`config.mk`:
```
export PLATFORM = sky130hd
export DESIGN_NAME = freelist_ctrl
export DESIGN_NICKNAME = d
export VERILOG_FILES = /design/src/rtl/freelist_ctrl_pkg.sv /design/src/rtl/freelist_ctrl.sv
export SDC_FILE = /design/constraint.sdc
export NUM_CORES = 1
export LEC_CHECK = 0
export ABC_AREA = 1
export CAP_MARGIN = 20
export CORE_UTILIZATION = 45
export CTS_CLUSTER_SIZE = 14
export DETAILED_ROUTE_END_ITERATION = 8
export PLACE_DENSITY = 0.61
export SYNTH_ARGS = -nofsm -noshare
export SYNTH_HDL_FRONTEND = slang
export SYNTH_SLANG_ARGS = --single-unit
```
`constraint.sdc`:
```
create_clock -name clock -period 2.8 [get_ports clock]
set_input_delay 0.7 -clock clock [delete_from_list [all_inputs] [get_ports clock]]
set_output_delay 0.7 -clock clock [all_outputs]
set_load 0.01 [all_outputs]
```
`src/rtl/freelist_ctrl_pkg.sv`:
```
// Shared definitions for the physical-register free list: the preg range and
// free-queue depth macros, plus the pointer helper used by the controller.
`ifndef FREELIST_CTRL_DEFINES
`define FREELIST_CTRL_DEFINES
`define PREG_RANGE ($clog2(PREG_NUM)-1):0
`define FREELIST_DEPTH (PREG_NUM-ARCH_NUM)
`endif

package freelist_ctrl_pkg;

   // True when a queue index sits on the last slot, so the next advance wraps.
   function automatic logic idx_at_end(input int unsigned idx, input int unsigned depth);
      return (idx == (depth - 32'd1));
   endfunction

endpackage

```
`src/rtl/freelist_ctrl.sv`:
```
// Free-list controller: a flop-based circular queue of free physical registers
// with a speculative head (allocation), an architectural head (retirement) and
// a tail (freed pregs re-enter here). A flush rewinds the speculative head to
// the architectural head, returning every squashed allocation to the queue.
`ifndef FREELIST_CTRL_DEFINES
`define FREELIST_CTRL_DEFINES
`define PREG_RANGE ($clog2(PREG_NUM)-1):0
`define FREELIST_DEPTH (PREG_NUM-ARCH_NUM)
`endif

module freelist_ctrl
   import freelist_ctrl_pkg::*;
#(
   parameter int PREG_NUM = 64,
   parameter int ARCH_NUM = 32
) (
   input  logic                                 clock,
   input  logic                                 reset_n,
   input  logic                                 alloc_valid,
   output logic                                 alloc_ready,
   output logic [`PREG_RANGE]                   alloc_preg,
   input  logic                                 commit_valid,
   input  logic [`PREG_RANGE]                   commit_old_prd,
   input  logic                                 flush_valid,
   output logic [$clog2(`FREELIST_DEPTH):0]     free_count
);

   localparam int DEPTH  = `FREELIST_DEPTH;
   localparam int IDX_W  = $clog2(DEPTH);
   localparam int PTR_W  = IDX_W + 1;
   localparam int PREG_W = $clog2(PREG_NUM);

   logic [PREG_W-1:0] queue_r [DEPTH];
   logic [PTR_W-1:0]  spec_head_r;
   logic [PTR_W-1:0]  arch_head_r;
   logic [PTR_W-1:0]  tail_r;

   logic              alloc_ready_s;
   logic              alloc_fire_s;
   logic              commit_fire_s;
   logic              full_s;
   logic [PTR_W-1:0]  free_cnt_s;
   logic [PTR_W-1:0]  spec_head_nxt_s;
   logic [PTR_W-1:0]  arch_head_nxt_s;
   logic [PTR_W-1:0]  tail_nxt_s;

   // Advance a wrap-bit pointer: index rolls DEPTH-1 -> 0 and the wrap bit flips.
   function automatic logic [PTR_W-1:0] ptr_inc(input logic [PTR_W-1:0] p);
      logic [PTR_W-1:0] r;
      if (idx_at_end(32'(p[IDX_W-1:0]), DEPTH)) begin
         r = {~p[PTR_W-1], {IDX_W{1'b0}}};
      end else begin
         r = p + {{(PTR_W-1){1'b0}}, 1'b1};
      end
      return r;
   endfunction

   // Fire qualification, pointer advance and flush rewind for the next cycle.
   always_comb begin
      alloc_ready_s   = (tail_r != spec_head_r) && !flush_valid;
      alloc_fire_s    = alloc_valid && alloc_ready_s;
      free_cnt_s      = tail_r - spec_head_r;
      // arch_head trails tail by DEPTH by construction, so overflow is measured
      // against spec_head: every preg already queued means nothing can return.
      full_s          = (free_cnt_s == PTR_W'(DEPTH));
      commit_fire_s   = commit_valid && !full_s;
      tail_nxt_s      = tail_r;
      arch_head_nxt_s = arch_head_r;
      spec_head_nxt_s = spec_head_r;
      if (commit_fire_s) begin
         tail_nxt_s      = ptr_inc(tail_r);
         arch_head_nxt_s = ptr_inc(arch_head_r);
      end else begin
         tail_nxt_s      = tail_r;
         arch_head_nxt_s = arch_head_r;
      end
      if (flush_valid) begin
         spec_head_nxt_s = arch_head_nxt_s;
      end else if (alloc_fire_s) begin
         spec_head_nxt_s = ptr_inc(spec_head_r);
      end else begin
         spec_head_nxt_s = spec_head_r;
      end
   end

   // Pointer registers; reset leaves the whole queue free with tail one lap ahead.
   always_ff @(posedge clock or negedge reset_n) begin
      if (!reset_n) begin
         spec_head_r <= {PTR_W{1'b0}};
         arch_head_r <= {PTR_W{1'b0}};
         tail_r      <= {1'b1, {IDX_W{1'b0}}};
      end else begin
         spec_head_r <= spec_head_nxt_s;
         arch_head_r <= arch_head_nxt_s;
         tail_r      <= tail_nxt_s;
      end
   end

   // Queue storage; retired pregs are written at the tail slot.
   always_ff @(posedge clock or negedge reset_n) begin
      if (!reset_n) begin
         for (int i = 0; i < DEPTH; i++) begin
            queue_r[i] <= PREG_W'(ARCH_NUM + i);
         end
      end else if (commit_fire_s) begin
         queue_r[tail_r[IDX_W-1:0]] <= commit_old_prd;
      end else begin
         queue_r[tail_r[IDX_W-1:0]] <= queue_r[tail_r[IDX_W-1:0]];
      end
   end

   assign alloc_ready = alloc_ready_s;
   assign alloc_preg  = queue_r[spec_head_r[IDX_W-1:0]];
   assign free_count  = free_cnt_s;

endmodule
```
==> impl_summary.log, run 1 <==
[metrics] routed via count divided by cell count: 6.121
[metrics] Site Rows: 65
[metrics] fin area: 17260 µm²
[metrics] DRC violations left: 0
[metrics] post-detailed-route wirelength per cell: 21.35 µm
[metrics] clock insertion delay at the later pin of the skew report: 0.56 ns
[metrics] timing endpoint of the critical path: alloc_preg[4]
[metrics] actual slew at the worst max-slew pin: 0.8249 ns
[metrics] number of antenna diodes: 0
[metrics] maximum fanout along the worst path: 9
[metrics] worst setup path startpoint: spec_head_r[0]
[metrics] total count of max-transition violations in the final report: 0
[metrics] maximum number of buffers from clock root to sink: 3
[metrics] combined global-route utilization of all metal layers: 0.3357
[metrics] reg-to-reg endpoint: queue_r[142]
[metrics] number of cell instances on the worst register-to-register path: 16
[metrics] fraction of post-synthesis cell area in the top cell type by area: 0.2172
[metrics] area of the die: 32880 µm²
[metrics] Post-synth top cells: nand3_1 (628), nand2_1 (374), o21ai_0 (203)
[metrics] worst path required time: 2.10 ns
[metrics] TritonCTS clock tree: yes
[metrics] total power density per cell area: 1471 nW/µm²
[metrics] cts-stage hold buffer count: 0
[metrics] final net count: 2193
[metrics] Setup CP Type: register to primary output
[metrics] reg-to-reg startpoint: spec_head_r[0]
[metrics] final hold violation count: 0
[metrics] most frequently used cell type in the post-synthesis netlist: nand3_1
[metrics] count of endpoints failing setup in the final report: 8
[metrics] fraction of layout cells with a size suffix above 1: 0.1912
[metrics] share of async-settable or async-resettable flops after synthesis: 1.000
[metrics] unrepaired setup endpoints after global routing: true
[metrics] leak pwr: 7.595 nW
[metrics] post-synthesis instance area: 14470 µm²
[metrics] register-to-register path setup slack: 0.15 ns
[metrics] floorplan die width: 181.3 µm
[metrics] maximum clock rate: 0.3177 GHz
[metrics] number of filler instances in the final layout: 3065
[metrics] number of top-level pins: 24
[metrics] DP Area: 15900 µm²
[metrics] flop and latch count out of synthesis: 210
[metrics] CTS Buf Count: 26
[metrics] # Max-Cap Violations: 0
[metrics] antenna violations before repair: 0
[metrics] starting density of the core: 0.4575
[metrics] Power Total: 25.39 mW
[metrics] flip-flop cell with the highest count after synthesis: dfstp_2
[metrics] share of synthesized area occupied by flip-flops and latches: 0.3729
[metrics] cell at the root of the clock tree: clkbuf_16
[metrics] core region area: 31640 µm²
[metrics] net count after synthesis: 2149
[metrics] worst supply voltage drop on vdd: 0.0008376 V
[metrics] height of the chip: 181.3 µm
[metrics] result of the run: finished, violations left
[metrics] final period demand of the worst path: 3.147 ns
[metrics] post-detail-place hpwl: 36080 µm
[metrics] antenna-violating nets left: 0
[metrics] Gate Count Post-Synth: 2123
[metrics] post-place setup slack: -0.2226 ns
[metrics] vias in the first global route: 14810
[metrics] Worst EP arrival: 2.45 ns
[metrics] via count: 15840
[metrics] first drt pass iteration count: 6
[metrics] Worst-path clk slew: 0.06 ns
[metrics] buffers added on ports: 23
[metrics] wire length of the first global-routing pass: 86350 µm
[metrics] violated checks: negative setup slack
[metrics] drt total wl: 55260 µm
[metrics] YS warnings: 0
[metrics] category of the worst setup path launch point: register
[metrics] TritonCTS sink count: 210
[metrics] pin count of the biggest net entering global routing: 149
[metrics] sort of element at the end of the critical path: primary output
[metrics] share of the clock period used by the worst path: 1.124
[metrics] Synth Area per Inst: 6.817 µm²
[metrics] path type of the worst min-delay path: primary input to async pin
[metrics] weighted congestion reported at the end of routability-driven placement: 0.9550
[metrics] synth unique cells: 34
[metrics] GRT Residual Overflow: 0
[metrics] largest cells by area after synthesis: nand3_1 (22%), dfstp_2 (21%), dfrtp_1 (17%), nand2_1 (9.7%), o21ai_0 (7.0%)
[metrics] worst-case headroom to the max-slew limit: 0.4495
[metrics] layout-stage area growth over the synthesis result: 19.26%
[metrics] number of enable-type register cells in the synthesized netlist: 0
[metrics] Layout Utilization: 0.5456
[metrics] largest area contributor in the synthesized netlist: nand3_1
[metrics] setup skew after layout: 0.02118 ns
[metrics] iteration-0 DRC count of the detailed router: 2128
[metrics] post-layout worst setup margin: -0.3474 ns
[metrics] post-route setup TNS: -1.899 ns
[metrics] total number of H-tree levels: 1
metal layers:
| metal | track usage | share of wire | vias to the layer above |
|---|---|---|---|
| met3 | 0.05301 | 0.088 | 188 |
| met5 | 0 | 0 | - |
| met4 | 0.1559 | 0.053 | 0 |
| met2 | 0.5132 | 0.44 | 798 |
| met1 | 0.4649 | 0.42 | 7575 |
| li1 | - | - | 7279 |
state kept, by name, summed over array words and instances (netlist names):
name and count:
arch_head_r 6, queue_r 192, spec_head_r 6, tail_r 6
per-stage QoR:
stage,hold slack [ns],instances
floorplan,0.4044,2123
global placement,0.4773,2529
detailed placement,0.4825,2529
CTS,0.1664,2588
global route,0.1893,2588
finish,0.1576,2588
kinds of logic after synthesis:
| logic type | count (synthesis) | synth area share |
|---|---|---|
| flip-flops | 210 | 0.3729 |
| XOR/XNOR | 3 | 0.001816 |
| AND/OR/NAND/NOR | 1171 | 0.3625 |
| buffers and inverters | 335 | 0.1092 |
| adder cells (fa/ha/maj) | 15 | 0.01349 |
| AO/OA/AOI/OAI | 389 | 0.1401 |
placed cells by master, fill, tap and decap left out, drive strengths merged, types with 2 or more instances in the layout:
cell type        n
nor3             2
nand4            8
clkbuf          46
o21ai          260
dfrtp           97
buf            191
o211ai          24
dfstp          113
clkinvlp         2
clkdlybuf4s50    4
o22ai           12
xor2             3
and2             2
a21oi           92
nor2           147
nand2          382
nand3          629
clkinv           3
ha              14
inv            151
power by group:
| part | total, mW | internal, mW | switching (mW) |
|---|---|---|---|
| logic | 15.3 | 5.75 | 9.58 |
| clock network | 3.46 | 2.06 | 1.40 |
| registers | 6.59 | 5.13 | 1.46 |
worst max-delay path: stages, from the launching register on:
cell and delay [ns]:
dfrtp_4 0.51, buf_6 0.15, inv_8 0.05, buf_12 0.11
buf_8 0.14, nor2_1 0.05, o211ai_1 0.31, nand3_1 0.14
nand4_1 0.17, o21ai_4 0.09, inv_1 0.05, buf_2 0.11
worst min-delay path by stage:
stage,startpoint,end,slack (ns),depth (start not counted)
3_5_place_dp,queue_r[182],queue_r[182],0.48,2
4_1_cts,reset_n,arch_head_r[0],0.17,1
2_1_floorplan,reset_n,arch_head_r[0],0.40,0
5_1_grt,reset_n,arch_head_r[1],0.19,1
3_3_place_gp,arch_head_r[5],arch_head_r[5],0.48,2
6_report,reset_n,arch_head_r[2],0.16,1
cell type report:
type | instances | area [µm²] | area share
sequential | 210 | 5406 | 0.3132
timing repair buffer | 199 | 2127 | 0.1232
inverter | 152 | 585.6 | 0.03393
clock inverter | 5 | 55.05 | 0.003190
clock buffer | 42 | 812.0 | 0.04705
multi-input combinational | 1578 | 7771 | 0.4502
tap | 402 | 503.0 | 0.02914
timing repair:
| item | in CTS | in global routing |
|---|---|---|
| buffers inserted | 12 | 1 |
| cloned | 1 | 1 |
| pin swaps | 34 | 24 |
| gates resized for setup | 136 | 49 |
| setup endpoints to repair | 85 | 26 |
Power figures use the tool's default switching activity.
==> run 2, diff against run 1 <==
Settings changed: CORE_ASPECT_RATIO set to 0.8, CTS_CLUSTER_SIZE 14 to 24.
==> run 2 against run 1 <==
  * The run ends with max-capacitance violations, max-slew violations, negative setup slack left
  * Via count is 9.5% higher
  * Largest power group unchanged
  * Combinational power increased by 22%
  * Sequential power hardly changed
  * Global-route usage is 1.5 points higher
  * Setup slack better by 0.058 ns
==> impl_summary.log, run 2 (synthesized netlist as in run 1, its figures left out) <==
[metrics] final net count: 2229
[metrics] Cell Int Power: 14.01 mW
[metrics] vias in the first global route: 14870
[metrics] path type of the worst min-delay path: primary input to async pin
[metrics] maximum clock rate: 0.3237 GHz
[metrics] setup skew after layout: 0.01772 ns
[metrics] sequence of cells on the critical path: buf_12 > clkinv_8 > buf_6 > nor2_2 > o211ai_1 > nand3_1 > nand4_1 > o21ai_2 > inv_1 > buf_2
[metrics] number of flip-flops in the largest register: 192
[metrics] worst supply voltage drop on vdd: 0.001144 V
[metrics] total number of H-tree levels: 1
[metrics] maximum fanout along the worst path: 8
[metrics] area of the die: 32890 µm²
[metrics] final period demand of the worst path: 3.089 ns
[metrics] switching power total: 14.49 mW
[metrics] clock insertion delay at the later pin of the skew report: 0.55 ns
[metrics] antenna violations before repair: 0
[metrics] unrepaired setup endpoints after global routing: true
[metrics] first drt pass iteration count: 6
[metrics] pin count of the biggest net entering global routing: 149
[metrics] number of top-level pins: 24
[metrics] final hold violation count: 0
[metrics] # Max-Cap Violations: 1
[metrics] number of antenna diodes: 0
[metrics] maximum number of buffers from clock root to sink: 3
[metrics] largest reg by FF count: queue_r
[metrics] Power Total: 28.50 mW
[metrics] height of the chip: 162.4 µm
[metrics] buffers added on ports: 23
[metrics] weighted congestion reported at the end of routability-driven placement: 0.9587
[metrics] iteration-0 DRC count of the detailed router: 2500
[metrics] Site Rows: 58
[metrics] highest-count cells in the layout ignoring fill and taps: nand2_1 (360), nand3_2 (360), nand3_1 (196)
[metrics] routed via count divided by cell count: 6.570
[metrics] cell at the root of the clock tree: clkbuf_16
[metrics] category of the worst setup path launch point: register
[metrics] power share of the clock group: 0.115
[metrics] antenna-violating nets left: 0
[metrics] Hold Slack: 0.08502 ns
[metrics] TritonCTS clock tree: yes
[metrics] starting density of the core: 0.4585
[metrics] drt total wl: 67410 µm
[metrics] Setup CP Type: register to primary output
[metrics] wire length of the first global-routing pass: 89530 µm
[metrics] total power density per cell area: 1337 nW/µm²
[metrics] violated checks: max-capacitance violations, max-slew violations, negative setup slack
[metrics] post-layout worst setup margin: -0.2890 ns
[metrics] post-detailed-route wirelength per cell: 25.52 µm
[metrics] TritonCTS sink count: 210
[metrics] Cells after DPL: 2493
[metrics] core region area: 31570 µm²
[metrics] proportion of power drawn by combinational gates: 0.653
[metrics] cts-stage hold buffer count: 0
[metrics] worst-case headroom to the max-slew limit: -0.04015
[metrics] DRC violations left: 0
[metrics] Worst EP arrival: 2.39 ns
[metrics] share of power burned in registers: 0.231
[metrics] layout-stage area growth over the synthesis result: 47.27%
[metrics] switching share of power: 0.5084
[metrics] worst path required time: 2.10 ns
[metrics] Crit-path slowest cell: dfrtp_4
[metrics] count of endpoints failing setup in the final report: 212
[metrics] leak pwr: 8.933 nW
[metrics] share of the clock period used by the worst path: 1.103
[metrics] actual slew at the worst max-slew pin: 1.560 ns
[metrics] highest cell delay on the worst timing path: 0.51 ns
[metrics] GRT Residual Overflow: 0
[metrics] result of the run: finished, violations left
[metrics] combined global-route utilization of all metal layers: 0.3512
[metrics] via count: 17350
[metrics] post-detail-place hpwl: 34730 µm
[metrics] floorplan die width: 202.5 µm
[metrics] sort of element at the end of the critical path: primary output
[metrics] fraction of layout cells with a size suffix above 1: 0.4039
[metrics] Post-Layout Cell Count: 2641
[metrics] post-route setup TNS: -23.86 ns
[metrics] total count of max-transition violations in the final report: 33
[metrics] CTS Buf Count: 25
[metrics] Worst-path clk slew: 0.06 ns
[run 2: cell types whose count changed in the layout (fill, tap and decap cells not counted), moves of 18 or more]
cell       delta
clkbuf_16    +18
nand3_1     -421
buf_16       +18
nand3_4      +73
buf_4        -34
nand3_2     +348
[run 2: timing repair]
item                                    4_1_cts  5_1_grt
gates resized for setup                     162      639
endpoints found under the hold margin         0        0
pin swaps                                    30      210
cloned                                       19       36
buffers inserted                             39       24
endpoints found under the setup margin       64      215
[run 2: metal layers]
| metal | up-vias | share of wire | track usage |
|---|---|---|---|
| met5 | - | 0 | 0 |
| met4 | 0 | 0.055 | 0.1312 |
| met3 | 281 | 0.13 | 0.06983 |
| met2 | 1304 | 0.43 | 0.5115 |
| met1 | 8388 | 0.39 | 0.5116 |
| li1 | 7379 | - | - |
[run 2: metrics by stage]
stage	setup WS, ns	cell area [µm²]	utilization
3_5_place_dp	-0.2768	15490	0.4908
6_report	-0.2890	21310	0.6752
4_1_cts	-0.2950	17490	0.5539
2_1_floorplan	0.1930	14470	-
3_3_place_gp	-0.2599	15490	0.4908
5_1_grt	-0.3409	21310	0.6752
[run 2: cell type report]
| class | instances | area [µm²] |
|---|---|---|
| flip-flops and latches | 210 | 5406 |
| clock inverters | 10 | 85.08 |
| repair buffers | 232 | 3341 |
| multi-input cells | 1578 | 10540 |
| repair inverters | 4 | 106.4 |
| well taps | 420 | 525.5 |
| clock buffers | 35 | 703.2 |
| inverters | 152 | 611.8 |
| fillers | 2518 | 10250 |
[run 2: worst paths after layout]
path | slack, ns | from | cells after the start | endpoint
hold / removal | 0.09 | reset_n | 1 | queue_r[85]
min in group clock | 0.49 | queue_r[108] | 2 | queue_r[108]
max in group asynchronous | 1.93 | reset_n | 2 | queue_r[35]
setup reg to reg | -0.22 | spec_head_r[0] | 17 | tail_r[2]
hold reg to reg | 0.49 | queue_r[108] | 2 | queue_r[108]
setup / recovery | -0.29 | spec_head_r[0] | 10 | alloc_preg[4]
[run 2: power by group through the flow]
stage	sequential (mW)	clock [mW]	combinational, mW
floorplan	5.87	0	8.61
global placement	6.44	0	13.7
detailed placement	6.42	0	13.8
CTS	6.42	3.30	15.0
global route	6.68	3.43	19.5
finish	6.60	3.29	18.6
[run 2: critical path, delay by kind of cell, from the launching register on]
kind / cells / cell delay (ns)
buf+inv: 5 / 0.51
simple gates: 3 / 0.35
flops: 1 / 0.51
compound gates: 2 / 0.46
